## config.mk

```make
export PLATFORM = sky130hd
export DESIGN_NAME = riscv_test_monitor
export DESIGN_NICKNAME = d
export VERILOG_FILES = /design/src/rtl/riscv_test_monitor.sv
export SDC_FILE = /design/constraint.sdc
export NUM_CORES = 1
export LEC_CHECK = 0
export CORE_MARGIN = 8
export CORE_UTILIZATION = 37
export CTS_CLUSTER_SIZE = 16
export DETAILED_ROUTE_END_ITERATION = 8
export PLACE_DENSITY = 0.77
export SLEW_MARGIN = 5
export SYNTH_ARGS = -nofsm -noshare
export SYNTH_HDL_FRONTEND = slang
export SYNTH_SLANG_ARGS = --single-unit
export TNS_END_PERCENT = 30
```

## constraint.sdc

```tcl
create_clock -name clk -period 2 [get_ports clk]
set_clock_uncertainty 0.05 [all_clocks]
set_input_delay 0.4 -clock clk [delete_from_list [all_inputs] [get_ports clk]]
set_output_delay 0.4 -clock clk [all_outputs]
set_load 0.02 [all_outputs]
```

## src/rtl/riscv_test_monitor.sv

```systemverilog
// riscv-tests completion monitor: shadows x3/x26/x27 and reports pass, fail or timeout.
// Define TEST_MON_JUMP_TRACE_EN to build the jump source/destination trace FIFO.
//
// state  | meaning
// -------+-------------------------------------------------------------
// IDLE   | first cycle after reset release
// RUN    | test running, cycle_cnt counting, watching for x26==1
// SETTLE | x26==1 seen, down-counter running before the x27 sample
// DONE   | verdict latched (pass or fail), terminal
// TOUT   | no x26==1 within TIMEOUT_CYCLES, terminal
module riscv_test_monitor #(
  parameter int SETTLE_CYCLES  = 5,
  parameter int TIMEOUT_CYCLES = 1000,
  parameter int TRACE_DEPTH    = 8
) (
  input  logic        clk,
  input  logic        rstn,
  input  logic        wb_en,
  input  logic [4:0]  wb_addr,
  input  logic [31:0] wb_data,
  input  logic        jump,
  input  logic [31:0] jump_src,
  input  logic [31:0] jump_dst,
  input  logic        trace_rd_en,
  output logic [63:0] trace_rd_data,
  output logic        trace_empty,
  output logic        trace_ovf,
  output logic        done,
  output logic        pass,
  output logic        fail,
  output logic        timeout,
  output logic [31:0] testnum,
  output logic [31:0] cycle_cnt
);

  localparam int SW = (SETTLE_CYCLES > 1) ? $clog2(SETTLE_CYCLES) : 1;

  typedef enum logic [2:0] {
    S_IDLE,
    S_RUN,
    S_SETTLE,
    S_DONE,
    S_TOUT
  } state_t;

  state_t        state_q, state_d;
  logic [SW-1:0] settle_q, settle_d;
  logic [31:0]   x3_q, x27_q, cnt_q;
  logic          done_q, done_d, pass_q, pass_d, fail_q, fail_d, tout_q, tout_d;
  logic          cnt_run;
  logic          wr_x3, wr_x27, wr_x26_one;

  assign wr_x3      = wb_en && (wb_addr == 5'd3);
  assign wr_x27     = wb_en && (wb_addr == 5'd27);
  assign wr_x26_one = wb_en && (wb_addr == 5'd26) && (wb_data == 32'd1);

  always_comb begin
    state_d  = state_q;
    settle_d = settle_q;
    done_d   = done_q;
    pass_d   = pass_q;
    fail_d   = fail_q;
    tout_d   = tout_q;
    cnt_run  = 1'b0;
    case (state_q)
      S_IDLE: state_d = S_RUN;
      S_RUN: begin
        cnt_run = 1'b1;
        // x26 completion takes priority over a coincident timeout
        if (wr_x26_one) begin
          state_d  = S_SETTLE;
          settle_d = SW'(SETTLE_CYCLES - 1);
        end else if (cnt_q == 32'(TIMEOUT_CYCLES - 1)) begin
          state_d = S_TOUT;
          tout_d  = 1'b1;
          done_d  = 1'b1;
        end
      end
      S_SETTLE: begin
        if (settle_q == '0) begin
          state_d = S_DONE;
          done_d  = 1'b1;
          pass_d  = (x27_q == 32'd1);
          fail_d  = (x27_q != 32'd1);
        end else begin
          settle_d = settle_q - 1'b1;
        end
      end
      S_DONE:  state_d = S_DONE;
      S_TOUT:  state_d = S_TOUT;
      default: state_d = S_IDLE;
    endcase
  end

  always_ff @(posedge clk or negedge rstn) begin
    if (!rstn) begin
      state_q  <= S_IDLE;
      settle_q <= '0;
      done_q   <= 1'b0;
      pass_q   <= 1'b0;
      fail_q   <= 1'b0;
      tout_q   <= 1'b0;
      cnt_q    <= '0;
      x3_q     <= '0;
      x27_q    <= '0;
    end else begin
      state_q  <= state_d;
      settle_q <= settle_d;
      done_q   <= done_d;
      pass_q   <= pass_d;
      fail_q   <= fail_d;
      tout_q   <= tout_d;
      if (cnt_run && (cnt_q != 32'hFFFF_FFFF)) cnt_q <= cnt_q + 32'd1;
      if (wr_x3)  x3_q  <= wb_data;
      if (wr_x27) x27_q <= wb_data;
    end
  end

  assign done      = done_q;
  assign pass      = pass_q;
  assign fail      = fail_q;
  assign timeout   = tout_q;
  assign testnum   = x3_q;
  assign cycle_cnt = cnt_q;

`ifdef TEST_MON_JUMP_TRACE_EN
  localparam int AW = $clog2(TRACE_DEPTH);

  logic [63:0] mem [TRACE_DEPTH];
  logic [AW:0] wr_ptr, rd_ptr;
  logic        full, empty, push_req, push, pop, ovf_q;

  assign empty    = (wr_ptr == rd_ptr);
  assign full     = (wr_ptr[AW] != rd_ptr[AW]) && (wr_ptr[AW-1:0] == rd_ptr[AW-1:0]);
  assign push_req = jump && (state_q != S_IDLE);
  assign pop      = trace_rd_en && !empty;
  // when full, a same-cycle pop frees the slot being written
  assign push     = push_req && (!full || pop);

  always_ff @(posedge clk or negedge rstn) begin
    if (!rstn) begin
      wr_ptr <= '0;
      rd_ptr <= '0;
      ovf_q  <= 1'b0;
    end else begin
      if (push) wr_ptr <= wr_ptr + 1'b1;
      if (pop)  rd_ptr <= rd_ptr + 1'b1;
      if (push_req && full && !pop) ovf_q <= 1'b1;
    end
  end

  always_ff @(posedge clk) begin
    if (push) mem[wr_ptr[AW-1:0]] <= {jump_src, jump_dst};
  end

  assign trace_rd_data = empty ? 64'd0 : mem[rd_ptr[AW-1:0]];
  assign trace_empty   = empty;
  assign trace_ovf     = ovf_q;
`else
  logic unused_trace;
  assign unused_trace  = ^{jump, jump_src, jump_dst, trace_rd_en};
  assign trace_rd_data = 64'd0;
  assign trace_empty   = 1'b1;
  assign trace_ovf     = 1'b0;
`endif

endmodule

```

==> impl_metrics.json, run 1 <==
{
  "outcome": "finished, violations left",
  "violations": "setup timing",
  "synth_most_common_cell": "dfrtp_1",
  "place_hpwl_mm": 10.2,
  "cts_root_buffer": "clkbuf_16",
  "nFillCells": 1156,
  "p_clk_share_pct": 34.0,
  "gp_congestion": 0.847,
  "nets": 724,
  "setup_viol": 1,
  "synth-edff-count": 0,
  "synthTopCellsByArea": "dfrtp_1 53%, mux2_2 15%, buf_4 9.8%",
  "synth.cell_area_sq_um": 5040,
  "clock_latency_ns": 0.34,
  "grtUsageTotal_pct": 14.3,
  "min_period_ns": 2.05,
  "start_util_pct": 37.9,
  "crit_path_top_delay_cell": "or3_4",
  "worstPathCellList": "ha_4, nand4_1, or3_4, a211o_1, or3_4, xnor2_2",
  "clockBufferDepth": 2,
  "drive_above_1_share_pct": 29.4,
  "total_power_mw": 5.42,
  "syn2layout_area_growth_pct": 40.9,
  "num_rows": 42,
  "power_frac_seq_pct": 46.7,
  "antenna_found_initial": 0,
  "ys_ff_latch": 106,
  "reg2reg_depth": 6,
  "netlist_instances": 426,
  "p_sw_share_pct": 27.2,
  "insertedDiodeCount": 0,
  "powerDensity_nw_per_um2": 762,
  "worst_r2r_startpoint": "cycle_cnt[1]$_DFFE_PN0P_",
  "core_sq_um": 13300,
  "peakVddDrop_uv": 533,
  "power.switching_mw": 1.47,
  "grt_start_max_net_pins": 44,
  "syn_area_per_cell_sq_um": 11.8,
  "yosysUniqueCellTypes": 37,
  "h-tree-depth": 3,
  "drc": 0,
  "crit_arrival_ns": 2.22,
  "cts.sinks": 106,
  "r2r_setup_slack_ns": -0.05,
  "hold_class": "flop to flop",
  "drtIter0Drc": 155,
  "synth_top_area_share_pct": 52.6,
  "clk_pin_slew_worst_paths_ns": 0.07,
  "rsz0062_at_grt": "yes",
  "drv_cap": 0,
  "fmax_mhz": 487,
  "hold_end": "done$_DFFE_PN0P_",
  "drv_slew": 0,
  "drt-pass1-iter-count": 4,
  "fp.dieW_um": 133,
  "cts_buffers": 9,
  "max_stage_delay_ns": 0.44,
  "multiInputGateArea_sq_um": 2190,
  "cts_tree": "yes",
  "vias_per_cell": 4.78,
  "synth_top_cell_by_area": "dfrtp_1",
  "yosys-top-cells-count": "106 x dfrtp_1, 66 x buf_4, 65 x mux2_2, 21 x nor4_1, 20 x nand2_1",
  "dp_cells": 779,
  "dieArea_sq_um": 17600,
  "hold_path_depth": 1,
  "internal_power_mw": 3.94,
  "final_cells": 796,
  "crit_path_frequent_cell": "or3_4",
  "wl_per_cell_um": 16.4,
  "yosysSeqAreaShare_pct": 52.6,
  "grt_pass1_wl_mm": 20.6,
  "yosys_warnings": 0,
  "combPwrFrac_pct": 19.3,
  "post_cts_buffers": 0,
  "async_flop_share_pct": 100,
  "vias": 3805,
  "wl_mm": 13.0,
  "grt_pass1_vias": 3941,
  "fin_crit_sh_pct": 103,
  "port_buffers": 107,
  "critical_path_required_ns": 2.17,
  "worstHoldStart": "done$_DFFE_PN0P_",
  "overflow": 0,
  "hold_viol_final": 0,
  "ant_nets": 0,
  "setup_ws_ns": -0.0536,
  "path_max_fanout": 3,
  "die_h_um": 133,
  "power.leakage_nw": 3.34,
  "r2r-end": "cycle_cnt[26]$_DFFE_PN0P_",
  "io_pins": 240,
  "critPathCaptureType": "flop",
  "synth_top_flop_cell": "dfrtp_1",
  "worstSetupPathType": "flop to flop",
  "regArea_sq_um": 2660,
  "startpoint_type": "flop"
}
-- cell type report --
cell class	instances	area share [%]
inverter	6	0.317
clock buffer	10	3.36
clock inverter	6	1.02
timing repair buffer	188	24.0
tap	176	3.10
sequential	106	37.4
multi-input combinational	304	30.9
-- through the flow --
stage | worst slack, ns | TNS [ns] | hold WS (ns) | area (sq um) | util, %
2_1_floorplan | -0.0899 | -0.0909 | 0.0544 | 5310 | -
5_1_grt | -0.0915 | -0.267 | 0.473 | 7110 | 53.5
4_1_cts | -0.0445 | -0.0445 | 0.451 | 7050 | 53.0
3_5_place_dp | -0.316 | -1.92 | 0.352 | 6690 | 50.3
3_3_place_gp | -0.222 | -1.18 | 0.347 | 6690 | 50.3
6_report | -0.0536 | -0.0536 | 0.438 | 7110 | 53.5
-- repair_timing --
item,CTS,global route
resized for setup,6,10
hold buffers,1,0
pin swaps,0,6
setup endpoints to repair,8,15
endpoints found under the hold margin,35,0
-- logic make-up after synthesis --
group | count (synthesis) | share of synthesized area (%)
simple gates | 127 | 14.0
fa+ha+maj | 3 | 0.744
mux | 65 | 14.5
compound gates | 12 | 1.61
flops | 106 | 52.6
buf+inv | 80 | 10.9
other cells | 2 | 0.149
xor+xnor | 31 | 5.53
-- routing by layer --
metal / share of wire (%) / vias up / track usage (%)
li1: - / 1756 / -
met1: 40 / 1916 / 16.8
met2: 51 / 126 / 24.9
met3: 7.0 / 7 / 3.79
met4: 1.3 / 0 / 4.35
met5: 0 / - / 0
-- worst max-delay path, delay by kind of cell, from the launching register on --
kind	cells	cell delay, ns
AO/OA/AOI/OAI	1	0.27
XOR/XNOR	1	0.13
adder cells (fa/ha/maj)	1	0.14
flip-flops	1	0.39
AND/OR/NAND/NOR	3	0.94
-- power groups by stage --
stage	clock [mW]	combinational, mW	sequential [mW]
after floorplan	0	0.464	2.69
after global placement	0	1.03	2.55
after detailed placement	0	1.05	2.57
after CTS	1.88	1.06	2.53
after global routing	1.96	1.11	2.56
final	1.84	1.05	2.53
-- worst max-delay path by stage --
stage	start	end	slack [ns]
3_5_place_dp	wb_data[6]	settle_q[1]$_DFFE_PN0P_	-0.32
6_report	cycle_cnt[1]$_DFFE_PN0P_	cycle_cnt[26]$_DFFE_PN0P_	-0.05
4_1_cts	state_q[2]$_DFFE_PN0P_	cycle_cnt[26]$_DFFE_PN0P_	-0.04
3_3_place_gp	wb_data[6]	settle_q[1]$_DFFE_PN0P_	-0.22
2_1_floorplan	cycle_cnt[0]$_DFFE_PN0P_	cycle_cnt[26]$_DFFE_PN0P_	-0.09
5_1_grt	cycle_cnt[1]$_DFFE_PN0P_	cycle_cnt[26]$_DFFE_PN0P_	-0.09
-- sequential cells by signal, indices dropped and copies added, names as in the netlist --
name and cells:
done 1, state_q 3, timeout 1, cycle_cnt 32
testnum 32, pass 1, settle_q 3, x27_q 32
fail 1
-- cells in the final DEF, fill, tap and decap left out, drive strengths merged, types with 2 or more instances in the layout --
master	instances
o21ai	2
a211o	2
dfrtp	106
nor3	10
clkinvlp	3
conb	66
nand2b	2
nor2b	3
a31oi	2
nand2	20
nand3	14
a21oi	2
and3	7
nand3b	2
nand4	17
nor4b	3
clkdlybuf4s50	106
xnor2	19
or4	3
clkbuf	10
buf	81
a21o	2
nor4	21
inv	8
nor2	15
xor2	12
mux2	65
or3	4
ha	3
and4	2
(Power assumes the default switching activity.)
==> run 2, diff against run 1 <==
--- a/config.mk
+++ b/config.mk
@@ -5,9 +5,10 @@
 export SDC_FILE = /design/constraint.sdc
 export NUM_CORES = 1
 export LEC_CHECK = 0
+export CORE_ASPECT_RATIO = 1.25
 export CORE_MARGIN = 8
 export CORE_UTILIZATION = 37
-export CTS_CLUSTER_SIZE = 16
+export CTS_CLUSTER_SIZE = 10
 export DETAILED_ROUTE_END_ITERATION = 8
 export PLACE_DENSITY = 0.77
 export SLEW_MARGIN = 5
==> run 2 against run 1 <==
  * The run still ends with setup timing left
  * Wire length is 3.1% higher
  * Cell count is 0.75% lower
  * Worst setup slack worse by 0.067 ns
  * Sequential share of layout area hardly changed
  * Fmax is 3.1% lower
  * Flip-flop and latch count stayed put
  * Via count is 1.3% higher
  * Clock-buffer cell count is 1 lower
  * Sequential power hardly changed
  * Cell area hardly changed
  * Critical path depth is 1 lower
==> impl_metrics.json, run 2 (synthesis results as in run 1) <==
{
  "drv_cap": 0,
  "place_hpwl_mm": 10.4,
  "hold_class": "flop to flop",
  "clockBufferDepth": 2,
  "whs_ns": 0.431,
  "cts_buffers": 9,
  "critPathCaptureType": "flop",
  "wl_mm": 13.4,
  "grt_pass1_vias": 4138,
  "fin_util_pct": 53.5,
  "clk_pin_slew_worst_paths_ns": 0.08,
  "critical_path_required_ns": 2.17,
  "overflow": 0,
  "nFillCells": 1159,
  "cts_root_buffer": "clkbuf_16",
  "core_sq_um": 13300,
  "setup_ws_ns": -0.120,
  "ant_nets": 0,
  "worstSetupPathType": "flop to flop",
  "num_rows": 47,
  "syn2layout_area_growth_pct": 40.9,
  "clock_latency_ns": 0.34,
  "peakVddDrop_uv": 371,
  "hold_path_depth": 1,
  "drt-pass1-iter-count": 4,
  "min_period_ns": 2.12,
  "total_power_mw": 5.25,
  "die_h_um": 147,
  "layout_common_cells": "103 x dfrtp_1, 102 x clkdlybuf4s50_1, 77 x buf_4, 66 x conb_1, 65 x mux2_2",
  "setup-tns-final_ns": -0.477,
  "rsz0062_at_grt": "yes",
  "grt_start_max_net_pins": 56,
  "startpoint_type": "flop",
  "grtUsageTotal_pct": 14.8,
  "fmax_mhz": 472,
  "insertedDiodeCount": 0,
  "startpoint": "state_q[2]$_DFFE_PN0P_",
  "gp_congestion": 0.871,
  "cts.sinks": 106,
  "fp.dieW_um": 120,
  "drc": 0,
  "grt_pass1_wl_mm": 21.3,
  "vias_per_cell": 4.88,
  "powerDensity_nw_per_um2": 739,
  "cts_tree": "yes",
  "violations": "setup timing",
  "power.leakage_nw": 3.39,
  "drv_slew": 0,
  "drive_above_1_share_pct": 29.9,
  "io_pins": 240,
  "worst_r2r_startpoint": "state_q[2]$_DFFE_PN0P_",
  "layout_commonest_cell": "dfrtp_1",
  "nets": 723,
  "port_buffers": 107,
  "hold_viol_final": 0,
  "setup_viol": 11,
  "outcome": "finished, violations left",
  "worstHoldStart": "done$_DFFE_PN0P_",
  "antenna_found_initial": 0,
  "drtIter0Drc": 141,
  "path_max_fanout": 2,
  "vias": 3854,
  "h-tree-depth": 3,
  "fin_crit_sh_pct": 106,
  "reg2reg_depth": 5,
  "dieArea_sq_um": 17700,
  "start_util_pct": 38.0,
  "wl_per_cell_um": 17.0,
  "crit_arrival_ns": 2.29
}
## run 2: cell type report
cell class	count	area [sq um]	share of cell area, %
Timing Repair Buffer	187	1720	24.1
Sequential cell	106	2660	37.4
Inverter	6	22.5	0.317
Tap cell	171	214	3.01
Multi-Input combinational cell	304	2210	31.1
Clock inverter	7	63.8	0.898
Clock buffer	9	225	3.17
## run 2: worst max-delay path: stages, from the launching register on
cell	delay, ns
dfrtp_1	0.39
or3b_4	0.41
or3_4	0.39
a211o_1	0.27
or3_4	0.35
xnor2_2	0.14
## run 2: path summary, 6_finish.rpt
kind / end / slack (ns)
worst min register to register: done$_DFFE_PN0P_ / 0.43
worst min-delay path: done$_DFFE_PN0P_ / 0.43
min in group asynchronous: cycle_cnt[18]$_DFFE_PN0P_ / 0.48
worst max register to register: cycle_cnt[26]$_DFFE_PN0P_ / -0.12
worst max-delay path: cycle_cnt[26]$_DFFE_PN0P_ / -0.12
max in group asynchronous: cycle_cnt[0]$_DFFE_PN0P_ / 0.74
## run 2: routing by layer
layer | part of all wire (%) | vias up | wire [um] | global-route usage [%]
met3 | 9.3 | 17 | 1250 | 4.09
li1 | - | 1755 | - | -
met1 | 37 | 1908 | 4970 | 15.8
met2 | 52 | 174 | 6980 | 27.0
met4 | 1.7 | 0 | 223 | 5.32
met5 | 0 | - | 0 | 0
## run 2: metrics by stage
step                cells  instance area, sq um  setup WS, ns
floorplan             490                  5310       -0.0899
global placement      769                  6660        -0.446
CTS                   787                  7030        -0.115
global route          790                  7110        -0.148
finish                790                  7110        -0.120
detailed placement    769                  6660        -0.438
## run 2: repair_timing
item	4_1_cts	5_1_grt
gates resized for setup	12	13
buffers inserted	1	3
hold buffers	1	0
hold endpoints to repair	29	0
pin swaps	2	6
endpoints found under the setup margin	13	26
## run 2: report_power, final
part | internal (mW) | switching [mW] | total, mW
logic | 0.527 | 0.510 | 1.04
clock network | 0.869 | 0.823 | 1.69
registers | 2.39 | 0.131 | 2.52
==> run 3, diff against run 2 <==
--- a/config.mk
+++ b/config.mk
@@ -10,7 +10,7 @@
 export CORE_UTILIZATION = 37
 export CTS_CLUSTER_SIZE = 10
 export DETAILED_ROUTE_END_ITERATION = 8
-export PLACE_DENSITY = 0.77
+export PLACE_DENSITY = 0.86
 export SLEW_MARGIN = 5
 export SYNTH_ARGS = -nofsm -noshare
 export SYNTH_HDL_FRONTEND = slang
==> run 3 against run 2 <==
  * The flow still finishes with violations (setup timing)
  * Cell count rose by 0.76%
  * Fmax rose by 1.8%
  * Cell area rose by 0.72%
  * Global-route usage fell by 0.14 points
==> impl_metrics.json, run 3 (synthesis results as in run 1) <==
{
  "outcome": "finished, violations left",
  "violations": "setup timing",
  "cts.sinks": 106,
  "fp.dieW_um": 120,
  "drtIter0Drc": 187,
  "wl_per_cell_um": 16.7,
  "fmax_mhz": 480,
  "regArea_sq_um": 2660,
  "vias": 3799,
  "insertedDiodeCount": 0,
  "grtUsageTotal_pct": 14.7,
  "grt_pass1_wl_mm": 21.0,
  "critPathCaptureType": "flop",
  "drive_above_1_share_pct": 30.1,
  "clock_latency_ns": 0.34,
  "cts_hold_buf": 0,
  "hold_class": "primary input to asynchronous set/reset pin",
  "syn2layout_area_growth_pct": 41.9,
  "clockBufferDepth": 2,
  "crit_path_frequent_cell": "or3_4",
  "rsz0062_at_grt": "yes",
  "grt_start_max_net_pins": 107,
  "dieArea_sq_um": 17700,
  "die_h_um": 147,
  "cts_root_buffer": "clkbuf_16",
  "fin_crit_sh_pct": 104,
  "start_util_pct": 38.0,
  "num_rows": 47,
  "combPwrFrac_pct": 19.2,
  "powerDensity_nw_per_um2": 750,
  "power.switching_mw": 1.43,
  "fin_util_pct": 53.9,
  "vias_per_cell": 4.77,
  "min_period_ns": 2.08,
  "relSlewSlack_pct": 58.1,
  "h-tree-depth": 3,
  "port_buffers": 107,
  "cts_buffers": 9,
  "layout_common_cells": "106 x clkdlybuf4s50_1, 104 x dfrtp_1, 84 x buf_4, 66 x conb_1, 65 x mux2_2",
  "hold_viol_final": 0,
  "setup_ws_ns": -0.0834,
  "dp_slack_ns": -0.390,
  "p_clk_share_pct": 33.8,
  "worstSetupPathType": "flop to flop",
  "power.leakage_nw": 3.40,
  "internal_power_mw": 3.94,
  "drt-pass1-iter-count": 4,
  "worstPathCellList": "ha_4, nand4_1, or3_4, a211o_1, or3_4, xnor2_2",
  "critical_path_required_ns": 2.17,
  "layout_commonest_cell": "clkdlybuf4s50_1",
  "nets": 729,
  "nFillCells": 1131,
  "ant_nets": 0,
  "multiInputGateArea_sq_um": 2210,
  "grt_pass1_vias": 4050,
  "clk_pin_slew_worst_paths_ns": 0.07,
  "path_max_fanout": 4,
  "peakVddDrop_uv": 463,
  "overflow": 0,
  "crit_arrival_ns": 2.26,
  "power_frac_seq_pct": 47.0,
  "place_hpwl_mm": 10.2,
  "core_sq_um": 13300,
  "whs_ns": 0.0137,
  "crit_path_top_delay_cell": "or3_4",
  "drv_cap": 0,
  "tightestPinTransition_ns": 0.629,
  "wl_mm": 13.3,
  "max_stage_delay_ns": 0.43,
  "drc": 0,
  "gp_congestion": 0.895,
  "p_sw_share_pct": 26.7,
  "io_pins": 240,
  "setup_viol": 4,
  "antenna_found_initial": 1,
  "startpoint_type": "flop",
  "drv_slew": 0,
  "total_power_mw": 5.37,
  "cts_tree": "yes"
}
[run 3: worst max-delay path, delay by kind of cell, from the launching register on]
family / cells / cell delay, ns
AOI/OAI and AO/OA: 1 / 0.25
and+or+nand+nor: 3 / 1.01
xor gates and xnor gates: 1 / 0.13
DFF: 1 / 0.39
adders and majority gates: 1 / 0.14
[run 3: layout make-up]
| cell class | count | share of cell area [%] |
|---|---|---|
| sequential | 106 | 37.1 |
| multi-input combinational | 304 | 30.8 |
| timing repair buffer | 193 | 24.5 |
| clock buffer | 10 | 3.34 |
| tap | 171 | 2.99 |
| clock inverter | 6 | 1.01 |
| inverter | 6 | 0.315 |
[run 3: power groups by stage]
stage	clock, mW	combinational [mW]	sequential, mW
global route	1.97	1.10	2.55
floorplan	0	0.464	2.69
CTS	1.87	1.04	2.53
global placement	0	1.02	2.55
detailed placement	0	1.04	2.57
finish	1.81	1.03	2.53
[run 3: through the flow]
step | cells | area [sq um] | TNS (ns)
6_report | 796 | 7160 | -0.114
3_3_place_gp | 776 | 6720 | -3.47
4_1_cts | 794 | 7110 | -0.224
5_1_grt | 796 | 7160 | -1.01
2_1_floorplan | 490 | 5310 | -0.0909
3_5_place_dp | 776 | 6720 | -4.53
[run 3: path summary, 6_finish.rpt]
kind	startpoint	to	slack, ns	cells after the start
setup / recovery	cycle_cnt[1]$_DFFE_PN0P_	cycle_cnt[26]$_DFFE_PN0P_	-0.08	6
hold / removal	rstn	cycle_cnt[29]$_DFFE_PN0P_	0.01	2
setup reg to reg	cycle_cnt[1]$_DFFE_PN0P_	cycle_cnt[26]$_DFFE_PN0P_	-0.08	6
hold reg to reg	pass$_DFFE_PN0P_	pass$_DFFE_PN0P_	0.43	1
max in group asynchronous	rstn	testnum[20]$_DFFE_PN0P_	1.35	2
min in group clk	pass$_DFFE_PN0P_	pass$_DFFE_PN0P_	0.43	1
[run 3: what timing repair did]
| action | CTS | global route |
|---|---|---|
| resized for setup | 11 | 7 |
| pin swaps | 6 | 11 |
| endpoints found under the setup margin | 14 | 21 |
| setup buffers | 2 | 3 |
[run 3: layer usage]
layer	global-route usage, %	part of all wire (%)	vias to the layer above	routed length [um]
li1	-	-	1772	-
met1	16.2	39	1862	5130
met2	25.4	50	150	6680
met3	5.79	10	13	1360
met4	4.01	1.1	2	146
met5	0	0.098	-	13
